==> config.mk <==
export PLATFORM = sky130hd
export DESIGN_NAME = i2c_cfg_sequencer
export DESIGN_NICKNAME = d
export VERILOG_FILES = /design/src/rtl/i2c_cfg_sequencer.sv
export SDC_FILE = /design/constraint.sdc
export NUM_CORES = 1
export LEC_CHECK = 0
export BUFFER_PORTS_ARGS = -buffer_cell sky130_fd_sc_hd__buf_2
export CORE_UTILIZATION = 40
export DETAILED_ROUTE_END_ITERATION = 12
export GPL_ROUTABILITY_DRIVEN = 1
export SETUP_SLACK_MARGIN = 0.2
export SKIP_LAST_GASP = 1
export SYNTH_ARGS = -nofsm -noshare
export SYNTH_HDL_FRONTEND = slang
export SYNTH_SLANG_ARGS = --single-unit
==> constraint.sdc <==
create_clock -name clk -period 3.9 [get_ports clk]
set_input_delay 0.585 -clock clk [delete_from_list [all_inputs] [get_ports clk]]
set_output_delay 0.585 -clock clk [all_outputs]
set_load 0.1 [all_outputs]
==> src/rtl/i2c_cfg_sequencer.sv <==
// i2c_cfg_sequencer: boot-time register loader for the TVP5147M1 decoder.
// Walks a table held in a synchronous ROM. Each record is a slave address
// byte, a pair count, then {sub_addr, data} pairs. The sequencer issues one
// I2C write per pair through a req/busy handshake and reports done or error.
// Optional feature macro: I2C_RETRY_EN adds per-write NACK retries, up to
// MAX_RETRY. Without the macro, a NACK aborts at once.
//
// Handshake: req_trans is a registered request. It rises one cycle after the
// REQ state and stays high until the cycle in which i2c_busy=1 is sampled; it
// falls on that same edge. i2c_ack_err is sampled on the cycle that i2c_busy
// is seen low again. i_* are stable for as long as req_trans is high.
module i2c_cfg_sequencer #(
    parameter int                ADDR_W     = 6,
    parameter logic [ADDR_W-1:0] CFG_BASE   = 6'h10,
    parameter int                NUM_SLAVES = 2,
    parameter int                ROM_LAT    = 2,
    parameter int                BUSY_TMO   = 1023,
    parameter int                MAX_RETRY  = 3
) (
    input  logic              clk,
    input  logic              reset_n,
    input  logic              start,
    input  logic [7:0]        rom_data,
    output logic [ADDR_W-1:0] rd_address,
    input  logic              i2c_busy,
    input  logic              i2c_ack_err,
    output logic              req_trans,
    output logic [7:0]        i_addr_w_rw,
    output logic [7:0]        i_sub_addr,
    output logic [7:0]        i_data_write,
    output logic              cfg_active,
    output logic              cfg_done,
    output logic              cfg_error,
    output logic [1:0]        err_code,
    output logic [3:0]        state_dbg
);

    typedef enum logic [3:0] {
        S_IDLE, S_FETCH, S_HDR_ADDR, S_HDR_CNT, S_SUB, S_DATA,
        S_REQ, S_WAIT_HI, S_WAIT_LO, S_CHECK, S_DONE, S_ERROR
    } state_t;

    state_t      state;
    state_t      target;     // state that consumes the byte once FETCH has waited out ROM latency
    logic [1:0]  lat_cnt;
    logic [3:0]  slave_cnt;
    logic [7:0]  pair_cnt;
    logic [9:0]  tmo_cnt;
    logic        nack;
    logic        last_slave;
`ifdef I2C_RETRY_EN
    localparam int RETRY_W = (MAX_RETRY < 2) ? 1 : $clog2(MAX_RETRY + 1);
    logic [RETRY_W-1:0] retry_cnt;
`endif

    // The record currently being finished is the last one in the table
    assign last_slave = ((slave_cnt + 4'd1) == 4'(NUM_SLAVES));
    assign state_dbg  = state;

    // Sequencer FSM; all outputs are registered here
    always_ff @(posedge clk or negedge reset_n) begin
        if (!reset_n) begin
            state        <= S_IDLE;
            target       <= S_HDR_ADDR;
            rd_address   <= CFG_BASE;
            lat_cnt      <= '0;
            slave_cnt    <= '0;
            pair_cnt     <= '0;
            tmo_cnt      <= '0;
            nack         <= 1'b0;
            req_trans    <= 1'b0;
            i_addr_w_rw  <= '0;
            i_sub_addr   <= '0;
            i_data_write <= '0;
            cfg_active   <= 1'b0;
            cfg_done     <= 1'b0;
            cfg_error    <= 1'b0;
            err_code     <= 2'd0;
`ifdef I2C_RETRY_EN
            retry_cnt    <= '0;
`endif
        end else begin
            case (state)
                S_IDLE, S_DONE, S_ERROR: begin
                    if (start) begin
                        cfg_done   <= 1'b0;
                        cfg_error  <= 1'b0;
                        err_code   <= 2'd0;
                        cfg_active <= 1'b1;
                        rd_address <= CFG_BASE;
                        slave_cnt  <= '0;
                        lat_cnt    <= '0;
                        target     <= S_HDR_ADDR;
                        state      <= S_FETCH;
`ifdef I2C_RETRY_EN
                        retry_cnt  <= '0;
`endif
                    end
                end
                S_FETCH: begin
                    if (lat_cnt == 2'(ROM_LAT - 1)) begin
                        lat_cnt <= '0;
                        state   <= target;
                    end else begin
                        lat_cnt <= lat_cnt + 2'd1;
                    end
                end
                S_HDR_ADDR, S_HDR_CNT, S_SUB, S_DATA: begin
                    // Every byte consumer steps the address; stepping past the top is fatal
                    if (rd_address == '1) begin
                        state      <= S_ERROR;
                        cfg_error  <= 1'b1;
                        cfg_active <= 1'b0;
                        err_code   <= 2'd3;
                    end else begin
                        rd_address <= rd_address + ADDR_W'(1);
                        case (state)
                            S_HDR_ADDR: begin
                                i_addr_w_rw <= {rom_data[7:1], 1'b0};
                                target      <= S_HDR_CNT;
                                state       <= S_FETCH;
                            end
                            S_HDR_CNT: begin
                                pair_cnt <= rom_data;
                                if (rom_data == 8'd0) begin
                                    slave_cnt <= slave_cnt + 4'd1;
                                    if (last_slave) begin
                                        state      <= S_DONE;
                                        cfg_done   <= 1'b1;
                                        cfg_active <= 1'b0;
                                    end else begin
                                        target <= S_HDR_ADDR;
                                        state  <= S_FETCH;
                                    end
                                end else begin
                                    target <= S_SUB;
                                    state  <= S_FETCH;
                                end
                            end
                            S_SUB: begin
                                i_sub_addr <= rom_data;
                                target     <= S_DATA;
                                state      <= S_FETCH;
                            end
                            default: begin
                                i_data_write <= rom_data;
                                state        <= S_REQ;
                            end
                        endcase
                    end
                end
                S_REQ: begin
                    req_trans <= 1'b1;
                    tmo_cnt   <= '0;
                    state     <= S_WAIT_HI;
                end
                S_WAIT_HI: begin
                    if (i2c_busy) begin
                        req_trans <= 1'b0;
                        state     <= S_WAIT_LO;
                    end else if (tmo_cnt >= 10'(BUSY_TMO)) begin
                        req_trans  <= 1'b0;
                        state      <= S_ERROR;
                        cfg_error  <= 1'b1;
                        cfg_active <= 1'b0;
                        err_code   <= 2'd2;
                    end else begin
                        tmo_cnt <= tmo_cnt + 10'd1;
                    end
                end
                S_WAIT_LO: begin
                    if (!i2c_busy) begin
                        nack  <= i2c_ack_err;
                        state <= S_CHECK;
                    end
                end
                S_CHECK: begin
                    if (nack) begin
`ifdef I2C_RETRY_EN
                        if (retry_cnt < RETRY_W'(MAX_RETRY)) begin
                            retry_cnt <= retry_cnt + RETRY_W'(1);
                            state     <= S_REQ;
                        end else begin
                            state      <= S_ERROR;
                            cfg_error  <= 1'b1;
                            cfg_active <= 1'b0;
                            err_code   <= 2'd1;
                        end
`else
                        state      <= S_ERROR;
                        cfg_error  <= 1'b1;
                        cfg_active <= 1'b0;
                        err_code   <= 2'd1;
`endif
                    end else begin
`ifdef I2C_RETRY_EN
                        retry_cnt <= '0;
`endif
                        pair_cnt <= pair_cnt - 8'd1;
                        lat_cnt  <= '0;
                        if (pair_cnt != 8'd1) begin
                            target <= S_SUB;
                            state  <= S_FETCH;
                        end else begin
                            slave_cnt <= slave_cnt + 4'd1;
                            if (last_slave) begin
                                state      <= S_DONE;
                                cfg_done   <= 1'b1;
                                cfg_active <= 1'b0;
                            end else begin
                                target <= S_HDR_ADDR;
                                state  <= S_FETCH;
                            end
                        end
                    end
                end
                default: state <= S_IDLE;
            endcase
        end
    end

endmodule

==> run_results.csv, run 1 <==
group,metric,value,unit
setup_path,cp_max_fo,30,
synth,ys_warn_count,0,
clock_network,clk_latency,0.35,ns
setup_path,max_stage_delay,1.04,ns
detailed_routing,routed_wl,9.259,mm
detailed_routing,routedWlPerCell,16.56,µm
job,max-cap-violations,0,
global_route,grtUsageTotal,20.12,%
detailed_routing,drc,0,
clock_network,hold_buffers,0,
sta,worst_slew_pin_slew,1.071,ns
floorplanning,boundaryPins,53,
floorplanning,die_w,100.0,µm
synth,postSynthAreaPerCell,10.09,µm²
sta,final_hold_viol_count,0,
global_route,grt_pass1_wl,15.75,mm
global_route,grt_max_degree,40,
sta,period_share,68.36,%
detailed_routing,vias,3097,
sta,relSlewSlack,28.62,%
place,place.gp.congestion,0.8036,
clock_network,cts_buffers,9,
floorplanning,die-area,0.01001,mm²
finish,layout.nets,444,
setup_path,worst_ep_required_time,4.14,ns
detailed_routing,antenna_left,0,
synth,syn_area,0.003844,mm²
sta,skew,0.009330,ns
floorplanning,core,0.009284,mm²
place,placed_cells,543,
global_route,grt_pass1_vias,2968,
clock_network,cts-root-buf,"clkbuf_8",
synth,seq_area_frac_synth,44.34,%
detailed_routing,vias_per_cell,5.540,
synth,syn-num-nets,400,
clock_network,clk_pin_slew,0.08,ns
clock_network,cts_setup_buffers,0,
setup_path,worstSetupPathType,"flip-flop to flip-flop",
setup_path,rr_worst_depth,5,
detailed_routing,drt-pass1-iter-count,4,
setup_path,slowest_stage,"dfrtp_1",
synth,async_reset_ff_share,100.0,%
detailed_routing,drt_iter0_markers,210,
sta,finalSetupViolations,0,
setup_path,crit_path_start_kind,"flip-flop",
finish,fill_cells,909,
outcome,outcome,"complete, no violations",
sta,final_max_slew_viol_count,0,
setup_path,cp_cell_sequence,"xnor2_2, or2_1, o221ai_2, nor3_1, mux2_2",
floorplanning,die_h,100.0,µm
synth,synth_edf_count,0,
finish,syn2layout_area_growth,14.52,%
clock_network,cts.sinks,68,
clock_network,htreeDepth,3,
place,dp_hpwl,6.453,mm
clock_network,tritoncts,"built",
finish,layout.cells.non_filler,559,
global_route,overflow,0,
finish,drive_gt1_share,26.05,%
synth,synth_ff_type,"dfrtp_1",
sta,grt_setup_unrepaired,"false",
synth,ys_types,72,
global_route,grt_antenna_before_repair,0,
sta,fin_setup_tns,0,ns
finish,n_antenna_cell,0,
floorplanning,num_rows,35,
clock_network,clock_path_buffers,2,
sta,max_freq,0.3751,GHz
sta,fin_crit,2.666,ns
place,port_buffers,51,
synth,ys_seq_elements,68,
floorplanning,initial_utilization,41.40,%
setup_path,crit_arrival,2.91,ns
clock_network,cts_resized,0,
synth,syn_inst,381,
setup_path,crit_path_end_kind,"flip-flop",
worst_hold_path,hold_class,"input pin to async pin",
## layout make-up
class	count	area, µm²	share of cell area, %
Inverter	10	37.54	0.8528
Multi-Input combinational cell	281	1976	44.88
Sequential cell	68	1704	38.72
Clock inverter	6	87.58	1.990
Timing Repair Buffer	55	297.8	6.765
Tap cell	129	161.4	3.667
Clock buffer	10	137.6	3.127
## layout by cell type, fill, tap and decap left out, types with 3 or more instances in the layout
cell,count
dfrtp_1,66
buf_2,51
nor2_1,33
nand2_1,26
mux2_2,21
o21ai_0,20
a21oi_1,19
inv_1,10
nand3_1,10
nor3_1,10
clkbuf_8,10
o21ai_1,9
mux2_1,8
a21o_1,7
xnor2_1,7
and3_1,6
a211oi_1,6
ha_1,6
nand2b_1,5
o21a_1,5
nor2b_1,4
nand3b_1,4
nor4_1,4
o211ai_1,4
a22oi_1,4
nand4_1,3
a22o_1,3
a31oi_1,3
o21bai_1,3
or3_1,3
buf_4,3
## sequential cells by signal, summed over array words and instances (netlist names)
| register | count |
|---|---|
| cfg_active | 1 |
| cfg_done | 1 |
| cfg_error | 1 |
| err_code | 2 |
| i_addr_w_rw | 7 |
| i_data_write | 8 |
| i_sub_addr | 8 |
| lat_cnt | 2 |
| nack | 1 |
| pair_cnt | 8 |
| rd_address | 6 |
| req_trans | 1 |
| slave_cnt | 4 |
| state_dbg | 4 |
| target | 4 |
| tmo_cnt | 10 |
## through the flow
| step | setup WS, ns | hold WS [ns] | util [%] | area (µm²) |
|---|---|---|---|---|
| global placement | 1.306 | 0.4575 | 44.99 | 4177 |
| floorplan | 1.320 | 0.2894 | - | 3844 |
| detailed placement | 1.286 | 0.4678 | 44.99 | 4177 |
| finish | 1.234 | 0.2844 | 47.41 | 4402 |
| global route | 1.068 | 0.3362 | 47.41 | 4402 |
| CTS | 1.264 | 0.3188 | 47.41 | 4402 |
## logic make-up (layout without fill, tap and decap cells)
group | after synthesis | count (layout) | synth area share, %
compound gates | 113 | 113 | 21.29
xor+xnor | 8 | 8 | 2.018
fa+ha+maj | 6 | 6 | 1.953
buf+inv | 32 | 81 | 4.264
flops | 68 | 68 | 44.34
mux | 29 | 29 | 8.496
other cells | 1 | 1 | 0.09756
simple gates | 124 | 124 | 17.55
## final timing paths
path | slack, ns | to | start
setup / recovery | 1.23 | slave_cnt[0] | state_dbg[1]
min in group clk | 0.47 | nack | i2c_ack_err
hold reg to reg | 0.48 | req_trans | req_trans
setup reg to reg | 1.23 | slave_cnt[0] | state_dbg[1]
max in group asynchronous | 2.90 | target[1] | reset_n
hold / removal | 0.28 | pair_cnt[3] | reset_n
## per-layer routing
| metal | share of wire, % | wire length, µm | global-route usage (%) | vias up |
|---|---|---|---|---|
| met5 | 0 | 0 | 0 | - |
| met4 | 1.6 | 147 | 7.469 | 0 |
| met3 | 4.0 | 370 | 3.412 | 14 |
| met2 | 44 | 4104 | 29.18 | 78 |
| met1 | 50 | 4636 | 30.08 | 1508 |
| li1 | - | - | - | 1497 |
## cell usage after synthesis (2+ instances only)
master | number | area share [%]
dfrtp_1 | 66 | 43
nor2_1 | 33 | 3.2
nand2_1 | 26 | 2.5
mux2_2 | 21 | 6.2
o21ai_0 | 20 | 2.6
a21oi_1 | 19 | 2.5
buf_2 | 11 | 1.4
inv_1 | 10 | 0.98
nand3_1 | 10 | 1.3
nor3_1 | 10 | 1.3
o21ai_1 | 9 | 1.2
mux2_1 | 8 | 2.3
a21o_1 | 7 | 1.4
xnor2_1 | 7 | 1.6
a211oi_1 | 6 | 1.2
and3_1 | 6 | 0.98
buf_4 | 6 | 1.2
ha_1 | 6 | 2.0
nand2b_1 | 5 | 0.81
o21a_1 | 5 | 0.98
a22oi_1 | 4 | 0.78
nand3b_1 | 4 | 0.78
nor2b_1 | 4 | 0.65
nor4_1 | 4 | 0.65
o211ai_1 | 4 | 0.78
a22o_1 | 3 | 0.68
a31oi_1 | 3 | 0.49
clkbuf_1 | 3 | 0.29
nand4_1 | 3 | 0.49
o21bai_1 | 3 | 0.59
or3_1 | 3 | 0.49
a2111oi_1 | 2 | 0.52
a2111oi_2 | 2 | 0.78
a21boi_0 | 2 | 0.39
a2bb2oi_1 | 2 | 0.46
a32oi_1 | 2 | 0.46
and4_1 | 2 | 0.46
dfstp_2 | 2 | 1.4
nor4bb_1 | 2 | 0.52
o31a_1 | 2 | 0.46
o31ai_1 | 2 | 0.39
or2_1 | 2 | 0.33
## worst max-delay path, delay by kind of cell (launching register included)
kind	cells	cell delay [ns]
flops	1	1.04
simple gates	2	0.57
compound gates	1	0.50
mux	1	0.29
xor+xnor	1	0.17
Power of run 1 is not shown: default switching activity piles up to over one toggle a cycle in this logic, so the estimate is an artifact.
==> run 2, diff against run 1 <==
- ABC_AREA: default -> 1
- clock period: 3.9 -> 2.72 ns (I/O delays scaled with it)
==> run 2 against run 1 <==
Compared with the run above:
- non-clock buffer count fell by 3
- die area fell by 0.54%
- hold slack got worse by 0.25 ns
==> run_results.csv, run 2 <==
group,metric,value,unit
synth,ys_top_cells_by_area,"dfrtp_1 43%, nand2_1 14%, o21ai_0 5.9%, nor2_1 5.2%, nand3_1 5.1%",
clock_network,cts_setup_buffers,0,
detailed_routing,vias_per_cell,4.855,
synth,ys_warn_count,0,
global_route,grt_max_degree,47,
setup_path,worstSetupPathType,"flip-flop to flip-flop",
floorplanning,num_rows,35,
synth,yosysMostFrequentCell,"nand2_1",
synth,ys_types,39,
clock_network,cts.sinks,68,
job,max-cap-violations,0,
setup_path,rr_worst_depth,8,
floorplanning,initial_utilization,41.37,%
finish,multi_input_area,0.001817,mm²
global_route,grt_pass1_vias,3212,
sta,grt_setup_unrepaired,"false",
setup_path,crit_path_start_kind,"flip-flop",
sta,period_share,72.14,%
floorplanning,die-area,0.009951,mm²
synth,syn_area,0.003822,mm²
setup_path,crit_path_end_kind,"flip-flop",
synth,synth_ff_type,"dfrtp_1",
detailed_routing,routedWlPerCell,12.91,µm
synth,synth.area.mux_share,0.5237,%
floorplanning,die_h,99.76,µm
synth,synth-simple-area-share,31.98,%
setup_path,cp_top_family,"simple AND/OR/NAND/NOR gates",
finish,final_common_cell,"nand2_1",
sta,worst_slew_pin_slew,0.5602,ns
finish,largest_register_ffs,10,
finish,seq_area,0.001704,mm²
floorplanning,die_w,99.76,µm
global_route,overflow,0,
finish,layout.nets,583,
worst_hold_path,hold_class,"input pin to async pin",
synth,yosys.area.top_type,"dfrtp_1",
global_route,gr-usage-met3,4.357,%
place,port_buffers,51,
detailed_routing,antenna_left,0,
sta,final_hold_viol_count,0,
clock_network,clock_path_buffers,2,
clock_network,cts_buffers,9,
finish,n_antenna_cell,0,
clock_network,htreeDepth,3,
outcome,outcome,"complete, no violations",
global_route,grt_pass1_wl,15.27,mm
finish,layout_common_cells,"141 x nand2_1, 66 x dfrtp_1, 53 x nor2_1",
setup_path,cp_max_fo,14,
global_route,use_met1,25.43,%
synth,postSynthAreaPerCell,7.495,µm²
floorplanning,boundaryPins,53,
sta,relSlewSlack,62.66,%
detailed_routing,routed_wl,9.008,mm
synth,synth_fa_ha_area_share,1.964,%
clock_network,clk_pin_slew,0.09,ns
setup_path,r2r-start,"state_dbg[0]",
floorplanning,core,0.009240,mm²
finish,drive_gt1_share,18.63,%
global_route,use_met2,32.10,%
detailed_routing,drt-pass1-iter-count,4,
synth,synth-xor-area-share,1.604,%
setup_path,r2r_slack,0.76,ns
synth,syn-num-nets,529,
clock_network,hold_buffers,0,
setup_path,slowest_stage,"dfrtp_1",
finish,regMostFlops,"tmo_cnt",
setup_path,rr_endpoint,"tmo_cnt[6]",
setup_path,cp_cell_sequence,"nand2_1, nor2_2, inv_2, nor2_2, nor3b_4, inv_2, nand2_1, o21ai_1",
finish,syn2layout_area_growth,15.25,%
sta,max_freq,0.5096,GHz
global_route,grt_busiest_layer,"met2",
global_route,grt_antenna_before_repair,0,
finish,fill_cells,918,
clock_network,cts_resized,0,
setup_path,path_buf_inv,2,
clock_network,cts-root-buf,"clkbuf_8",
synth,synth_edf_count,0,
sta,fin_setup_tns,0,ns
place,dp_hpwl,6.810,mm
synth,synth_top_family_by_area,"simple AND/OR/NAND/NOR gates",
sta,final_max_slew_viol_count,0,
synth,synth_top_area_share,43.21,%
sta,skew,0.01127,ns
setup_path,max_stage_delay,0.52,ns
synth,ys_seq_elements,68,
setup_path,crit_arrival,2.24,ns
clock_network,clk_latency,0.35,ns
sta,fin_crit,1.962,ns
clock_network,tritoncts,"built",
synth,async_reset_ff_share,100.0,%
detailed_routing,drc,0,
synth,synth_compound_area_share,11.36,%
synth,syn_inst,510,
detailed_routing,vias,3389,
setup_path,worst_ep_required_time,2.99,ns
global_route,grtUsageTotal,19.63,%
sta,finalSetupViolations,0,
synth,synth_common_cells,"141 x nand2_1, 66 x dfrtp_1, 53 x nor2_1",
detailed_routing,drt_iter0_markers,209,
synth,seq_area_frac_synth,44.58,%
place,place.gp.congestion,0.9351,
-- run 2: changes by cell type after synthesis, moves of 7 or more --
| cell | before | now |
|---|---|---|
| inv_2 | 0 | 13 |
| a21o_1 | 7 | 0 |
| mux2_1 | 8 | 0 |
| nor2_1 | 33 | 53 |
| a21oi_1 | 19 | 10 |
| o21ai_1 | 9 | 19 |
| nand3_1 | 10 | 39 |
| inv_1 | 10 | 52 |
| o21ai_0 | 20 | 45 |
| mux2_2 | 21 | 0 |
| buf_2 | 11 | 4 |
| nand2_1 | 26 | 141 |
-- run 2: routing by layer --
metal	share of wire [%]	wire (µm)	vias to the layer above
met2	48	4337	69
met1	46	4171	1566
met3	4.0	362	12
li1	-	-	1742
met4	1.5	136	0
met5	0	0	-
-- run 2: cells by family after synthesis --
family	after synthesis
and+or+nand+nor	270
AOI/OAI and AO/OA	82
buffers and inverters	74
DFF	68
xor gates and xnor gates	7
adders and majority gates	6
muxes	2
other	1
-- run 2: through the flow --
stage          instance area, µm²  instances  worst slack, ns  hold slack [ns]  utilization (%)
6_report                     4405        698           0.7577          0.03518            47.68
5_1_grt                      4405        698           0.4440          0.05458            47.68
4_1_cts                      4405        698           0.7352          0.04728            47.68
3_5_place_dp                 4202        682           0.7645           0.4359            45.47
3_3_place_gp                 4202        682           0.8155           0.4312            45.47
2_1_floorplan                3822        510           0.4020           0.1124                -
-- run 2: how the worst max path moves through the flow --
stage	start	depth (start not counted)	end	slack, ns
2_1_floorplan	rd_address[0]	10	cfg_error	0.40
3_3_place_gp	state_dbg[0]	8	err_code[0]	0.82
3_5_place_dp	state_dbg[0]	8	tmo_cnt[7]	0.76
4_1_cts	state_dbg[0]	8	err_code[0]	0.74
5_1_grt	state_dbg[0]	8	tmo_cnt[9]	0.44
6_report	state_dbg[0]	8	tmo_cnt[6]	0.76
-- run 2: area by class of cell --
class,instances,share of cell area [%]
inverters,65,5.538
multi-input cells,368,41.24
repair buffers,52,6.248
clock inverters,7,1.818
well taps,129,3.664
flip-flops and latches,68,38.68
clock buffers,9,2.812
Power of run 2 is left out for the same reason.
